[src/rtl/qspi_slave_link.sv]
// Mode-0 dual/quad SPI slave front end: synchronises the pins into CLK, deserialises
// received symbols into bytes (rxready) and serialises txdata back out (txready).
`timescale 1ns/1ps

module qspi_slave_link #(
    parameter int DWIDTH      = 2,
    parameter int SYNC_STAGES = 2
) (
    input  logic              CLK,
    input  logic              RST,
    input  logic              QCK,
    input  logic              QSS,
    input  logic [DWIDTH-1:0] QD_IN,
    output logic [DWIDTH-1:0] QD_OUT,
    output logic [7:0]        rxdata,
    output logic              rxready,
    input  logic [7:0]        txdata,
    output logic              txready,
    output logic              active
);

    localparam int         N    = 8 / DWIDTH;
    localparam logic [2:0] LAST = 3'(N - 1);

    logic [SYNC_STAGES-1:0]             r_qck_sync;
    logic [SYNC_STAGES-1:0]             r_qss_sync;
    logic [SYNC_STAGES-1:0][DWIDTH-1:0] r_qd_sync;
    logic [SYNC_STAGES-1:0]             r_fresh;
    logic                               r_qck_prev;
    logic                               r_qss_prev;
    logic                               r_armed;
    logic [2:0]                         r_cnt;
    logic [7:0]                         r_rx_shift;
    logic [7:0]                         r_tx_shift;
    logic [7:0]                         r_rxdata;
    logic                               r_rxready;
    logic                               r_txready;

    logic              w_qck;
    logic              w_qss;
    logic [DWIDTH-1:0] w_qd;
    logic              w_rise;
    logic              w_fall;
    logic              w_sel;
    logic              w_sel_edge;
    logic [7:0]        w_rx_next;

    assign w_qck      = r_qck_sync[SYNC_STAGES-1];
    assign w_qss      = r_qss_sync[SYNC_STAGES-1];
    assign w_qd       = r_qd_sync[SYNC_STAGES-1];
    assign w_rise     = w_qck & ~r_qck_prev;
    assign w_fall     = ~w_qck & r_qck_prev;
    // After reset the chain is pre-filled with "deselected"; only a genuinely sampled
    // high QSS arms the link, so a master still holding QSS low must reselect.
    assign w_sel      = r_armed & ~w_qss;
    assign w_sel_edge = w_sel & r_qss_prev;
    assign w_rx_next  = (r_rx_shift << DWIDTH) | 8'(w_qd);

    assign QD_OUT  = w_sel ? r_tx_shift[7 -: DWIDTH] : '0;
    assign rxdata  = r_rxdata;
    assign rxready = r_rxready;
    assign txready = r_txready;
    assign active  = w_sel;

    always_ff @(posedge CLK) begin
        if (RST) begin
            r_qck_sync <= '0;
            r_qss_sync <= '1;
            r_qd_sync  <= '0;
            r_fresh    <= '0;
            r_qck_prev <= 1'b0;
            r_qss_prev <= 1'b1;
            r_armed    <= 1'b0;
            r_cnt      <= 3'd0;
            r_rx_shift <= 8'h00;
            r_tx_shift <= 8'h00;
            r_rxdata   <= 8'h00;
            r_rxready  <= 1'b0;
            r_txready  <= 1'b0;
        end else begin
            r_qck_sync <= {r_qck_sync[SYNC_STAGES-2:0], QCK};
            r_qss_sync <= {r_qss_sync[SYNC_STAGES-2:0], QSS};
            r_qd_sync  <= {r_qd_sync[SYNC_STAGES-2:0], QD_IN};
            r_fresh    <= {r_fresh[SYNC_STAGES-2:0], 1'b1};
            r_qck_prev <= w_qck;
            r_qss_prev <= w_qss;
            r_rxready  <= 1'b0;
            r_txready  <= 1'b0;
            if (r_fresh[SYNC_STAGES-1] && w_qss) begin
                r_armed <= 1'b1;
            end

            if (!w_sel) begin
                r_cnt      <= 3'd0;
                r_rx_shift <= 8'h00;
                r_tx_shift <= 8'h00;
            end else if (w_sel_edge) begin
                r_tx_shift <= txdata;
                r_txready  <= 1'b1;
            end else if (w_rise) begin
                r_rx_shift <= w_rx_next;
                if (r_cnt == LAST) begin
                    r_rxdata  <= w_rx_next;
                    r_rxready <= 1'b1;
                    r_cnt     <= 3'd0;
                end else begin
                    r_cnt <= r_cnt + 3'd1;
                end
            end else if (w_fall) begin
                // cnt wraps to 0 on the last rise, so the first fall after it is the byte boundary
                if (r_cnt == 3'd0) begin
                    r_tx_shift <= txdata;
                    r_txready  <= 1'b1;
                end else begin
                    r_tx_shift <= r_tx_shift << DWIDTH;
                end
            end
        end
    end

endmodule

[config.mk]
export PLATFORM = sky130hd
export DESIGN_NAME = qspi_slave_link
export DESIGN_NICKNAME = d
export VERILOG_FILES = /design/src/rtl/qspi_slave_link.sv
export SDC_FILE = /design/constraint.sdc
export NUM_CORES = 1
export LEC_CHECK = 0
export ABC_AREA = 0
export BUFFER_PORTS_ARGS = -buffer_cell sky130_fd_sc_hd__buf_2
export CAP_MARGIN = 15
export CORE_ASPECT_RATIO = 0.75
export CORE_MARGIN = 4
export CORE_UTILIZATION = 45
export DETAILED_ROUTE_END_ITERATION = 10
export HOLD_SLACK_MARGIN = 0.05
export PLACE_DENSITY_LB_ADDON = 0.1
export SLEW_MARGIN = 20
export SYNTH_ARGS = -nofsm -noshare
export SYNTH_HDL_FRONTEND = slang
export SYNTH_SLANG_ARGS = --single-unit
export TNS_END_PERCENT = 30
[constraint.sdc]
create_clock -name CLK -period 3.4 [get_ports CLK]
set_input_delay 0.34 -clock CLK [delete_from_list [all_inputs] [get_ports CLK]]
set_output_delay 0.34 -clock CLK [all_outputs]
set_load 0.01 [all_outputs]
==> flow_summary.ini, run 1 <==
[outcome]
status = complete, no violations

[cells_and_area]
n_antenna_cell = 0
final_common_cell = dfxtp_1
fillers = 319
synthToLayoutAreaGrowth_pct = 12.5
final_cell_mix = dfxtp_1 (40), buf_2 (26), o21ai_0 (22), nand3_1 (22), a21oi_1 (19)
drive_above_1_share_pct = 22.7
nets = 209

[hold_path]
hold_path_depth = 2
min_from = QSS
hold_path.class = input port to flop
min_to = r_qss_sync[0]

[die]
die_w_um = 76.6
core_area_mm2 = 0.00333
io-pin-count = 27
start_util_pct = 47.7
fp.dieArea_mm2 = 0.00456
die_h_um = 59.5
rows = 18

[worst_setup_path]
startpoint = r_armed
rr_worst_depth = 3
rr_startpoint = r_armed
critPathLaunchType = flop
reg2reg_slack_ns = 1.65
cp_data_arrival_time_ns = 1.94
end_kind = flop
critPathRequiredTime_ns = 3.59
r2r-end = r_tx_shift[3]
critical_path_class = flop to flop
worstPathMaxFanout = 24

[synth]
synth-edff-count = 0
ys_seq_area_share_pct = 50.4
synth_top_area_share_pct = 50.4
netlist_instances = 170
synth_nets = 186
synthFlopType = dfxtp_1
synth_largest_area_cell = dfxtp_1
ys_warn_count = 0
synthDistinctLibCells = 31
synthArstFlopShare_pct = 0
yosys-top-cells-area = dfxtp_1 (50%), nand3_1 (6.9%), o21ai_0 (6.9%), a21oi_1 (6.0%), nor2b_1 (3.9%)
avgSynthCellArea_um2 = 9.35
ys_ff_latch = 40
synth_area_mm2 = 0.00159

[routing]
ant_nets = 0
wl_per_cell_um = 13.9
avgViaCountPerCell = 5.69
dr.pass1.iters = 4
via_count = 1331
drt-total-wl_um = 3260
drt_iter0_drc = 131
drc = 0

[clock_tree]
cts_setup_buffers = 0
cts_tree = built
clockBufferDepth = 2
clock_sink_count = 40
numCtsBuffers = 5
ctsRootBufferMaster = clkbuf_8
clk_latency_ns = 0.29
path_clk_slew_ns = 0.08
ctsHoldBuffers = 0
ctsHtreeMaxLevel = 2
ctsResizeCount = 0

[sta]
min_period_over_period_pct = 51.4
max_freq_mhz = 572
clock_skew_ns = 0.00337
tns_ns = 0
slew_violations = 0
timing.hold.ws_ns = 0.226
worst_pin_slew_ns = 0.808
period_minus_slack_ns = 1.75
maxSlewHeadroom_pct = 46.2
setup_violations = 0
final_hold_viol_count = 0
rsz0062_at_grt = no

[grt]
grt_pass1_vias = 1230
grt_pass1_wl_um = 5620
grt_max_degree = 25
overflow = 0
antenna_found_initial = 0
track_usage_pct = 15.8

[power_and_ir_drop]
p_leak_nw = 0.651
p_per_area_mw_per_mm2 = 457
ir_drop_mv = 0.289

[job]
max-cap-violations = 0

[place]
place_congestion = 0.744
portBuffers = 26
dpl.hpwl_um = 2150
-- logic make-up (layout without fill, tap and decap cells) --
logic type,after synthesis,after routing,share of synthesized area [%]
AOI/OAI and AO/OA,50,50,17.9
adders and majority gates,2,2,1.57
DFF,40,40,50.4
buffers and inverters,14,38,5.27
and+or+nand+nor,64,64,24.9
-- power breakdown --
part	internal (W)	switching [W]
sequential	0.000475	0.00000486
clock	0.000143	0.000165
combinational	0.0000137	0.0000165
total	0.000632	0.000186
-- synthesized netlist by cell type (2+ instances only) --
library cell / number
nand4_1: 2
nand2b_1: 4
nor2b_1: 10
nor2_1: 3
o21ai_2: 2
dfxtp_1: 40
and2b_1: 2
inv_1: 4
o21ai_0: 22
ha_1: 2
buf_2: 3
a21oi_1: 19
a311oi_1: 7
nand3_1: 22
clkbuf_1: 4
nor3_1: 6
or2_2: 3
and2_1: 2
-- final cells by class --
class	count	area (µm²)	share of cell area, %
flip-flops and latches	40	801	44.8
inverters	4	15.0	0.840
clock inverters	3	18.8	1.05
clock buffers	5	68.8	3.85
multi-input cells	116	704	39.4
well taps	40	50.0	2.80
repair buffers	26	130	7.28
-- sequential cells by signal, summed over array words and instances (netlist names), 2 cells and up --
register    cells
r_tx_shift      8
rxdata          8
r_rx_shift      6
r_cnt           3
r_fresh         2
r_qck_sync      2
r_qd_sync       2
r_qss_sync      2
w_qd            2
-- routing by layer --
| layer | wire length [µm] | vias up | track usage, % |
|---|---|---|---|
| li1 | - | 654 | - |
| met1 | 1640 | 638 | 21.4 |
| met2 | 1390 | 32 | 22.5 |
| met3 | 163 | 7 | 5.17 |
| met4 | 66 | 0 | 8.53 |
| met5 | 0 | - | 0 |
-- worst max path at each step --
stage                    endpoint  depth (start not counted)  slack (ns)
floorplan               rxdata[0]                          5        2.06
global placement    r_tx_shift[2]                          3        1.82
detailed placement  r_tx_shift[2]                          3        1.70
CTS                 r_tx_shift[3]                          3        1.67
global route        r_tx_shift[4]                          3        1.48
finish              r_tx_shift[3]                          3        1.65
-- critical path: stages, from the launching register on --
cell and delay, ns:
dfxtp_1 0.41, and3b_1 0.72, o21ai_0 0.20, a311oi_1 0.32
-- per-stage QoR --
stage | util [%] | power, W | setup slack, ns | cells | area [µm²]
floorplan | - | 0.000511 | 2.06 | 170 | 1590
global placement | 51.0 | 0.000520 | 1.82 | 226 | 1700
detailed placement | 51.0 | 0.000521 | 1.70 | 226 | 1700
CTS | 53.6 | 0.000827 | 1.67 | 234 | 1790
global route | 53.6 | 0.000849 | 1.48 | 234 | 1790
finish | 53.6 | 0.000818 | 1.65 | 234 | 1790
No activity file was read; power rests on OpenSTA's default activity.
==> run 2, diff against run 1 <==
--- a/config.mk
+++ b/config.mk
@@ -5,7 +5,7 @@
 export SDC_FILE = /design/constraint.sdc
 export NUM_CORES = 1
 export LEC_CHECK = 0
-export ABC_AREA = 0
+export ABC_AREA = 1
 export BUFFER_PORTS_ARGS = -buffer_cell sky130_fd_sc_hd__buf_2
 export CAP_MARGIN = 15
 export CORE_ASPECT_RATIO = 0.75
==> constraint.sdc (replaced) <==
create_clock -name CLK -period 1.65 [get_ports CLK]
set_input_delay 0.165 -clock CLK [delete_from_list [all_inputs] [get_ports CLK]]
set_output_delay 0.165 -clock CLK [all_outputs]
set_load 0.01 [all_outputs]
==> flow_summary.ini, run 2 <==
[cells_and_area]
n_antenna_cell = 0
multi_input_area_um2 = 706
nets = 257
synthToLayoutAreaGrowth_pct = 15.4
final_common_cell = nor2_1
final_cell_mix = nor2_1 (59), dfxtp_1 (40), buf_2 (26), nand2_1 (25), inv_1 (20)
seqCellArea_um2 = 801
drive_above_1_share_pct = 22.7
fillers = 339

[worst_setup_path]
critPathRequiredTime_ns = 1.83
critical_path_class = flop to flop
cp_cell_sequence = inv_1 > ha_1 > nand2_1 > a21oi_1 > nor2_1 > nor2_1
end_kind = flop
critPathTopFamily = simple AND/OR/NAND/NOR gates
critPathLaunchType = flop
cp_data_arrival_time_ns = 1.55
rr_worst_depth = 6
path_buf_inv = 1
critical_path_depth = 6
crit_top_cell = nor2_1
crit_slowest_cell = dfxtp_1
cpPeakStageDelay_ns = 0.36
reg2reg_slack_ns = 0.29
worstPathMaxFanout = 13

[sta]
rsz0062_at_grt = no
period_minus_slack_ns = 1.36
max_freq_mhz = 733
fin_ws_ns = 0.286
tns_ns = 0
slew_violations = 0
maxSlewHeadroom_pct = 62.9
clock_skew_ns = 0.00357
final_hold_viol_count = 0
min_period_over_period_pct = 82.7
worst_pin_slew_ns = 0.553
setup_violations = 0

[power_and_ir_drop]
p_per_area_mw_per_mm2 = 956
power_frac_seq_pct = 53.7
comb_power_share_pct = 4.6
switching_share_pct = 20.6
p_leak_nw = 0.912
clockPowerShare_pct = 41.8
p_switching_w = 0.000380
ir_drop_mv = 0.573
intPower_w = 0.00146

[clock_tree]
clk_latency_ns = 0.29
cts_tree = built
ctsHoldBuffers = 1
ctsRootBufferMaster = clkbuf_8
clockBufferDepth = 2
cts_setup_buffers = 0
numCtsBuffers = 5
ctsResizeCount = 0
ctsHtreeMaxLevel = 2
path_clk_slew_ns = 0.07
clock_sink_count = 40

[grt]
overflow = 0
grt_max_degree = 18
grt_pass1_wl_um = 4710
track_usage_pct = 13.3
antenna_found_initial = 0
grt_pass1_vias = 1092

[routing]
via_count = 1279
wl_per_cell_um = 9.80
dr.pass1.iters = 4
drc = 0
drt-total-wl_um = 2860
drt_iter0_drc = 54
ant_nets = 0
avgViaCountPerCell = 4.38

[synth]
synth_nets = 229
avgSynthCellArea_um2 = 7.84
synthTopCellsByCount = nor2_1 (59), dfxtp_1 (40), nand2_1 (25)
yosys-top-cells-area = dfxtp_1 (48%), nor2_1 (13%), nand2_1 (5.6%), inv_1 (4.5%), o21ai_1 (4.2%)
netlist_instances = 213
ys_warn_count = 0
ys_ff_latch = 40
synth_largest_area_cell = dfxtp_1
synthDistinctLibCells = 25
synth_top_area_share_pct = 47.9
synthArstFlopShare_pct = 0
synth_area_mm2 = 0.00167
post-synth-top-count-cell = nor2_1
synth-edff-count = 0
ys_seq_area_share_pct = 47.9
synthFlopType = dfxtp_1

[die]
io-pin-count = 27
core_area_mm2 = 0.00342
fp.dieArea_mm2 = 0.00476
die_h_um = 60.8
die_w_um = 78.4
start_util_pct = 48.8
rows = 18

[hold_path]
hold_path.class = input port to flop
hold_path_depth = 3

[place]
dpl_worst_slack_ns = 0.315
place_congestion = 0.708
dpl.hpwl_um = 2000
portBuffers = 26

[outcome]
status = complete, no violations

[job]
max-cap-violations = 0
==> run 2: stage by stage <==
stage               power (W)  hold WS [ns]  util, %  cells  area, µm²
floorplan             0.00107         0.269        -    213       1670
global placement      0.00109         0.347     52.9    283       1810
detailed placement    0.00109         0.355     52.9    283       1810
CTS                   0.00188        0.0589     56.3    292       1930
global route          0.00194        0.0566     56.3    292       1930
finish                0.00184        0.0692     56.3    292       1930
==> run 2: area by class of cell <==
type	count	area share, %
clock buffers	6	3.77
clock inverters	2	1.82
inverters	29	5.71
multi-input cells	138	36.6
flip-flops and latches	40	41.6
well taps	50	3.25
repair buffers	27	7.27
==> run 2: tightest hold or removal path, cell delays in order <==
cell and delay (ns):
buf_2 0.07, inv_1 0.03, nor2_1 0.06
==> run 2: power by group through the flow <==
stage          combinational [W]  clock, W  sequential, W
4_1_cts                0.0000850  0.000807       0.000988
3_5_place_dp           0.0000829         0        0.00101
5_1_grt                0.0000961  0.000850       0.000990
6_report               0.0000840  0.000769       0.000988
3_3_place_gp           0.0000822         0        0.00101
2_1_floorplan          0.0000609         0        0.00101
==> run 2: worst paths after layout <==
check / startpoint / to
setup / recovery: r_cnt[0] / r_tx_shift[5]
hold / removal: QCK / r_qck_sync[0]
setup reg to reg: r_cnt[0] / r_tx_shift[5]
hold reg to reg: r_qd_sync[1] / w_qd[1]
==> run 2: cells by family (layout without fill, tap and decap cells) <==
| group | count (synthesis) | in the layout | share of synthesized area (%) |
|---|---|---|---|
| DFF | 40 | 40 | 47.9 |
| adders and majority gates | 2 | 2 | 1.50 |
| AOI/OAI and AO/OA | 23 | 23 | 7.34 |
| buffers and inverters | 35 | 64 | 9.81 |
| and+or+nand+nor | 113 | 113 | 33.4 |
==> run 2: layer usage <==
metal  wire length [µm]  vias up  GRT usage [%]
met2               1180       21           20.0
met3                120        7           4.45
met5                  0        -              0
li1                   -      713              -
met4                 65        0           8.98
met1               1490      538           16.5
==> run 3, diff against run 2 <==
--- a/config.mk
+++ b/config.mk
@@ -5,7 +5,7 @@
 export SDC_FILE = /design/constraint.sdc
 export NUM_CORES = 1
 export LEC_CHECK = 0
-export ABC_AREA = 1
+export ABC_AREA = 0
 export BUFFER_PORTS_ARGS = -buffer_cell sky130_fd_sc_hd__buf_2
 export CAP_MARGIN = 15
 export CORE_ASPECT_RATIO = 0.75
==> constraint.sdc (replaced) <==
create_clock -name CLK -period 1.4 [get_ports CLK]
set_input_delay 0.14 -clock CLK [delete_from_list [all_inputs] [get_ports CLK]]
set_output_delay 0.14 -clock CLK [all_outputs]
set_load 0.01 [all_outputs]
==> flow_summary.ini, run 3 (synthesized netlist as in run 1, its figures left out) <==
[outcome]
status = complete, no violations

[die]
core_area_mm2 = 0.00333
io-pin-count = 27
rows = 18
start_util_pct = 47.7
fp.dieArea_mm2 = 0.00456
die_w_um = 76.6
die_h_um = 59.5

[grt]
overflow = 0
track_usage_pct = 16.9
antenna_found_initial = 0
grt_pass1_vias = 1291
grt_max_degree = 21
grt_pass1_wl_um = 5920

[power_and_ir_drop]
total_power_w = 0.00203
ir_drop_mv = 0.660
p_per_area_mw_per_mm2 = 1060
p_leak_nw = 0.717

[sta]
max_freq_mhz = 746
worst_pin_slew_ns = 0.425
final_hold_viol_count = 0
tns_ns = 0
period_minus_slack_ns = 1.34
clock_skew_ns = 0.00413
maxSlewHeadroom_pct = 71.6
min_period_over_period_pct = 95.8
rsz0062_at_grt = yes
slew_violations = 0
setup_violations = 0

[clock_tree]
numCtsBuffers = 5
path_clk_slew_ns = 0.07
ctsHtreeMaxLevel = 2
cts_tree = built
ctsRootBufferMaster = clkbuf_8
cts_setup_buffers = 0
clk_latency_ns = 0.29
clock_sink_count = 40
clockBufferDepth = 2

[worst_setup_path]
path_buf_inv = 1
rr_startpoint = r_cnt[1]
cp_cell_sequence = and2b_2 > and2_1 > buf_2
crit_slowest_cell = dfxtp_4
critical_path_class = flop to output pin
critPathTopFamily = simple AND/OR/NAND/NOR gates
critPathRequiredTime_ns = 1.26
critPathLaunchType = flop
cp_data_arrival_time_ns = 1.20
cpPeakStageDelay_ns = 0.37
startpoint = r_qss_sync[1]
worstPathMaxFanout = 7
end_kind = output pin

[cells_and_area]
nets = 220
fillers = 306
drive_above_1_share_pct = 29.3
n_antenna_cell = 0
final_common_cell = dfxtp_1
final_cell_mix = dfxtp_1 (37), buf_2 (26), nand3_1 (22), a21oi_1 (19), o21ai_0 (16)
synthToLayoutAreaGrowth_pct = 21.3

[hold_path]
hold_path.class = input port to flop
min_from = QD_IN[1]

[place]
place_congestion = 0.720
dpl.hpwl_um = 2290
portBuffers = 26

[routing]
drt_iter0_drc = 82
drc = 0
via_count = 1331
avgViaCountPerCell = 5.43
drt-total-wl_um = 3330
dr.pass1.iters = 4
ant_nets = 0
wl_per_cell_um = 13.6

[job]
max-cap-violations = 0
==> run 3: cell count changes in the layout (fill, tap and decap cells not counted), moves of 8 or more <==
| cell | change |
|---|---|
| nor2_1 | -56 |
| o21ai_1 | -8 |
| inv_2 | -8 |
| o21ai_0 | +14 |
| nand2_1 | -24 |
| inv_1 | -16 |
| nand3_1 | +14 |
| nand3b_1 | -8 |
| a21oi_1 | +14 |
| nor2b_1 | +9 |
==> run 3: stage by stage <==
step	worst slack (ns)	util, %	std cells	area [µm²]	hold WS, ns
finish	0.0595	57.8	245	1930	0.0624
floorplan	0.0608	-	170	1590	0.228
CTS	0.00114	56.8	245	1890	0.0550
detailed placement	0.0161	53.2	234	1770	0.326
global route	-0.00745	57.8	245	1930	0.0716
global placement	0.0728	53.2	234	1770	0.326
==> run 3: timing repair <==
action	in CTS	in global routing
hold buffers	3	0
setup endpoints to repair	1	21
endpoints found under the hold margin	3	0
gates resized for setup	1	17
==> run 3: power breakdown <==
group	total (W)	internal [W]	switching [W]
clock network	0.000779	0.000402	0.000377
registers	0.00117	0.00115	0.0000128
logic	0.0000889	0.0000462	0.0000427
==> run 3: per-layer routing <==
layer  up-vias  wire length, µm  track usage, %
li1        676                -               -
met1       609             1640            21.5
met2        37             1400            25.2
met3         9              212            5.32
met4         0               72            10.9
met5         -                0               0
==> run 3: final cells by class <==
cell class | instances | area (µm²) | area share [%]
repair buffers | 37 | 233 | 12.1
multi-input cells | 116 | 733 | 38.0
inverters | 4 | 15.0 | 0.779
well taps | 40 | 50.0 | 2.60
clock buffers | 8 | 90.1 | 4.67
flip-flops and latches | 40 | 807 | 41.9
==> run 3: worst paths after layout <==
kind / to / slack [ns] / depth (start not counted)
max: QD_OUT[1] / 0.06 / 3
min: r_qd_sync[1] / 0.06 / 2
max reg2reg: rxdata[1] / 0.08 / 4
min reg2reg: r_qss_sync[1] / 0.42 / 1
